File: src/rtl/instr_fetch_unit_pkg.sv
// instr_fetch_unit_pkg: shared state encoding, default widths and controller opcodes
package instr_fetch_unit_pkg;
  typedef enum logic [1:0] {IDLE = 2'd0, ADDR = 2'd1, CAPTURE = 2'd2} state_t;
  localparam int DATA_W_DEF = 16;
  localparam int ADDR_W_DEF = 8;
  localparam logic [2:0] OP_MOV = 3'b110;
  localparam logic [2:0] OP_ALU = 3'b101;
  localparam logic [2:0] OP_STR = 3'b100;
  localparam logic [2:0] OP_LDR = 3'b011;
endpackage

File: src/rtl/fetch_pc_reg.sv
// fetch_pc_reg: program counter with redirect-over-increment priority and modulo wrap
module fetch_pc_reg #(
  parameter int ADDR_W   = 8,
  parameter int RESET_PC = 0
) (
  input  logic              clk,
  input  logic              reset,
  input  logic              load,
  input  logic [ADDR_W-1:0] target,
  input  logic              inc,
  output logic [ADDR_W-1:0] pc
);
  always_ff @(posedge clk or negedge reset)
    if (!reset) pc <= ADDR_W'(RESET_PC);
    else pc <= load ? target : inc ? pc + ADDR_W'(1) : pc;
endmodule

File: src/rtl/instr_fetch_unit.sv
// instr_fetch_unit: fetch stage owning PC/IR and arbitrating the shared memory port
module instr_fetch_unit
  import instr_fetch_unit_pkg::*;
#(
  parameter int DATA_W   = DATA_W_DEF,
  parameter int ADDR_W   = ADDR_W_DEF,
  parameter int RESET_PC = 0,
  parameter int MEM_LAT  = 1
) (
  input  logic              clk,
  input  logic              reset,
  input  logic              fetch_start,
  input  logic              pc_load,
  input  logic [ADDR_W-1:0] pc_target,
  input  logic              data_sel,
  input  logic [ADDR_W-1:0] data_addr,
  input  logic              data_wr,
  output logic [ADDR_W-1:0] mem_addr,
  output logic              mem_rd,
  output logic              mem_wr,
  input  logic [DATA_W-1:0] mem_rdata,
  output logic [DATA_W-1:0] instr,
  output logic              instr_valid,
  output logic [ADDR_W-1:0] pc,
  output logic              busy
);
  localparam int CNT_W = MEM_LAT > 1 ? $clog2(MEM_LAT) : 1;
  localparam logic [CNT_W-1:0] CNT_LAST = CNT_W'(MEM_LAT - 1);
  state_t state, next_state;
  logic [CNT_W-1:0] cnt;
  logic capture_done;
  logic data_own;
  assign capture_done = state == CAPTURE && !pc_load;
  always_ff @(posedge clk or negedge reset)
    if (!reset) state <= IDLE;
    else state <= next_state;
  // a redirect always lands in IDLE unless it coincides with a fresh fetch request
  always_comb begin
    next_state = IDLE;
    if (state == IDLE) next_state = fetch_start ? ADDR : IDLE;
    else if (pc_load) next_state = IDLE;
    else if (state == ADDR) next_state = cnt == CNT_LAST ? CAPTURE : ADDR;
  end
  always_comb begin
    data_own = state == IDLE && data_sel;
    busy     = state != IDLE;
    mem_addr = data_own ? data_addr : pc;
    mem_rd   = state == ADDR || (data_own && !data_wr);
    mem_wr   = data_own && data_wr;
  end
  always_ff @(posedge clk or negedge reset)
    if (!reset) begin
      cnt         <= '0;
      instr       <= '0;
      instr_valid <= 1'b0;
    end else begin
      cnt         <= (state == ADDR && !pc_load && cnt != CNT_LAST) ? cnt + CNT_W'(1) : '0;
      instr       <= capture_done ? mem_rdata : instr;
      instr_valid <= capture_done;
    end
  fetch_pc_reg #(.ADDR_W(ADDR_W), .RESET_PC(RESET_PC)) u_pc (
    .clk(clk),
    .reset(reset),
    .load(pc_load),
    .target(pc_target),
    .inc(capture_done),
    .pc(pc)
  );
endmodule

File: config.mk
export PLATFORM = sky130hd
export DESIGN_NAME = instr_fetch_unit
export DESIGN_NICKNAME = d
export VERILOG_FILES = /design/src/rtl/instr_fetch_unit_pkg.sv /design/src/rtl/fetch_pc_reg.sv /design/src/rtl/instr_fetch_unit.sv
export SDC_FILE = /design/constraint.sdc
export NUM_CORES = 1
export LEC_CHECK = 0
export CAP_MARGIN = 20
export CELL_PAD_IN_SITES_DETAIL_PLACEMENT = 1
export CELL_PAD_IN_SITES_GLOBAL_PLACEMENT = 2
export CORE_UTILIZATION = 24
export CTS_BUF_LIST = sky130_fd_sc_hd__clkbuf_2 sky130_fd_sc_hd__clkbuf_4 sky130_fd_sc_hd__clkbuf_8
export DETAILED_ROUTE_END_ITERATION = 16
export PLACE_DENSITY_LB_ADDON = 0.12
export SLEW_MARGIN = 40
export SYNTH_ARGS = -nofsm -noshare
export SYNTH_HDL_FRONTEND = slang
export SYNTH_SLANG_ARGS = --single-unit
File: constraint.sdc
create_clock -name clk -period 1.8 [get_ports clk]
set_input_delay 0.27 -clock clk [delete_from_list [all_inputs] [get_ports clk]]
set_output_delay 0.27 -clock clk [all_outputs]
set_load 0.02 [all_outputs]
==> reports/metrics.yaml <==
viasPerCell: 4.42
crit_required_ps: 1530
area_growth_pct: 69.6
critPathCapture: "mem_addr[2]"
drt_iter0_markers: 29
hold_viol: 0
yosysSeqAreaShare_pct: 51.2
setup_slack_ps: -88.5
syn_area_mm2: 0.00137
vias: 1157
synth_ff_type: "dfrtp_1"
start_util_pct: 24.9
drv_slew: 0
r2r_cells: 5
hold_path_class: "in -> async"
antenna_found_initial: 0
seq_area_um2: 701
crit_path_end_kind: "primary output"
core_mm2: 0.00551
grt_overflow: 0
yosys_warnings: 0
die_w_um: 77.5
clk_latency_ps: 270
grt_pass1_wl_um: 6500
port_buffers: 73
fillers: 607
multiInputGateArea_um2: 643
antenna_left: 0
cts.path.max_buffers: 2
clock.fmax_mhz: 530
r2r_end: "instr[11]"
synthCells: 107
rows: 27
routed_wl_um: 3840
drc: 0
startpoint: "state[0]"
synth_area_per_cell_um2: 12.8
final_util_pct: 42.1
drive_gt1_share_pct: 27.4
dr.pass1.iters: 4
cp-start-kind: "flip-flop"
status: "finished, violations left"
htree_levels: 1
fin_skew_ps: 7.10
postLayoutCellArea_mm2: 0.00232
synth_seq_cells: 28
rsz0062_at_grt: "true"
clk_pin_slew_ps: 100
io_pins: 74
finalSetupViolations: 8
grt_pass1_vias: 1275
design.die.area_mm2: 0.00601
placed_cell_area_mm2: 0.00222
routedWlPerCell_um: 14.6
grt_max_degree: 29
holdBufCountCts: 0
cts_buffers: 3
synthArstFlopShare_pct: 100
violations: "negative setup slack"
place_congestion: 0.754
cts_sinks: 28
critical_path_peak_fanout: 8
cts-root-buf: "clkbuf_8"
drv_cap: 0
layout_min_cycle_time_ps: 1890
rrSetupSlack_ps: 140
dp_slack_ps: -454
synth.net_count: 146
fin_tns_setup_ps: -673
r2r_start: "state[0]"
p_leak_uw: 0.00100
synth_edf_count: 0
worstPathArrival_ps: 1620
peakVddDrop_mv: 0.407
cts_tree: "built"
place_hpwl_um: 2850
powerDensity_mw_per_mm2: 1010
grt.total_usage_pct: 13.8
layout.nets: 230
synth_cell_types: 31
critPathKind: "reg -> out"
num_antenna_cells: 0
die_h_um: 77.5
post-route-period-util_pct: 105
## state kept, by name (all words and copies together) (netlist names)
name,count
state,2
instr_valid,1
instr,16
u_pc.pc,8
cnt,1
## per-layer routing
| metal | up-vias | global-route usage, % | share of wire [%] |
|---|---|---|---|
| met5 | - | 0 | 0 |
| met4 | 0 | 3.40 | 0.47 |
| met3 | 2 | 2.82 | 5.3 |
| met2 | 42 | 24.3 | 50 |
| met1 | 567 | 17.1 | 44 |
| li1 | 546 | - | - |
## stage by stage
step                      hold slack [ps]  total power, uW  std cells
after global routing                  417             2470        262
after CTS                             394             2380        261
after detailed placement              427             1950        257
final                                 382             2340        262
after global placement                421             1920        257
after floorplan                     -25.6             1390        107
## critical path: stages (launching register included)
cell and delay [ps]:
dfrtp_1 390, or2_4 270, nor2_4 100, buf_12 150, mux2_4 310, buf_6 130
## worst min-delay path by stage
stage | startpoint | end | cells after the start | slack (ps)
after global routing | reset | instr_valid | 2 | 420
after detailed placement | cnt | state[1] | 1 | 430
after CTS | reset | instr[12] | 2 | 390
after global placement | cnt | state[1] | 1 | 420
final | reset | u_pc.pc[7] | 2 | 380
after floorplan | reset | cnt | 0 | -30
## synth_stat cells, types with 2 or more instances
cell,number,area [um^2]
nor2_1,2,7.51
mux2_2,15,169
o21ai_0,3,15.0
o211ai_1,4,30.0
dfrtp_1,28,701
xnor2_1,2,17.5
or4_1,5,37.5
nand3_1,6,30.0
mux2_4,9,135
nand2_1,8,30.0
inv_1,4,15.0
a21oi_1,2,10.0
## cells by family (layout without fill, tap and decap cells)
group,count (synthesis),count (layout),share of synthesized area [%]
AOI/OAI and AO/OA,11,11,5.03
xor gates and xnor gates,2,2,1.28
adders and majority gates,1,1,0.914
buffers and inverters,8,91,4.20
DFF,28,28,51.2
muxes,25,25,22.9
other,1,1,0.274
and+or+nand+nor,31,31,14.2
## layout by cell type, fill, tap and decap left out, types with 2 or more instances in the layout
master           Yosys  layout
or4_1                5       5
buf_6                0       8
mux2_2              15       7
inv_1                4       4
a21oi_1              2       2
buf_4                0       8
dfrtp_1             28      28
clkdlybuf4s50_1      0      62
xnor2_1              2       2
mux2_4               9      17
o21ai_0              3       3
clkbuf_8             0       4
o211ai_1             4       4
nand3_1              6       6
nand2_1              8       8
dlygate4sd2_1        0       2
nor2_1               2       2
## final cells by class
class                           instances  area share (%)
Inverter                                5           0.809
Multi-Input combinational cell         71            27.7
Tap cell                               72            3.88
Timing Repair Buffer                   82            35.0
Clock buffer                            4            2.37
Sequential cell                        28            30.2
## power by group
part	leakage, uW	total, uW	switching, uW	internal, uW
Sequential	0.000345	886	100	786
Combinational	0.000627	1070	451	616
Clock	0.0000288	391	195	196
## timing repair
item,in CTS,in global routing
gates resized for setup,61,2
buffers inserted,0,1
pin swaps,2,2
endpoints found under the setup margin,11,9
gates cloned,0,0
(Power assumes the default switching activity.)
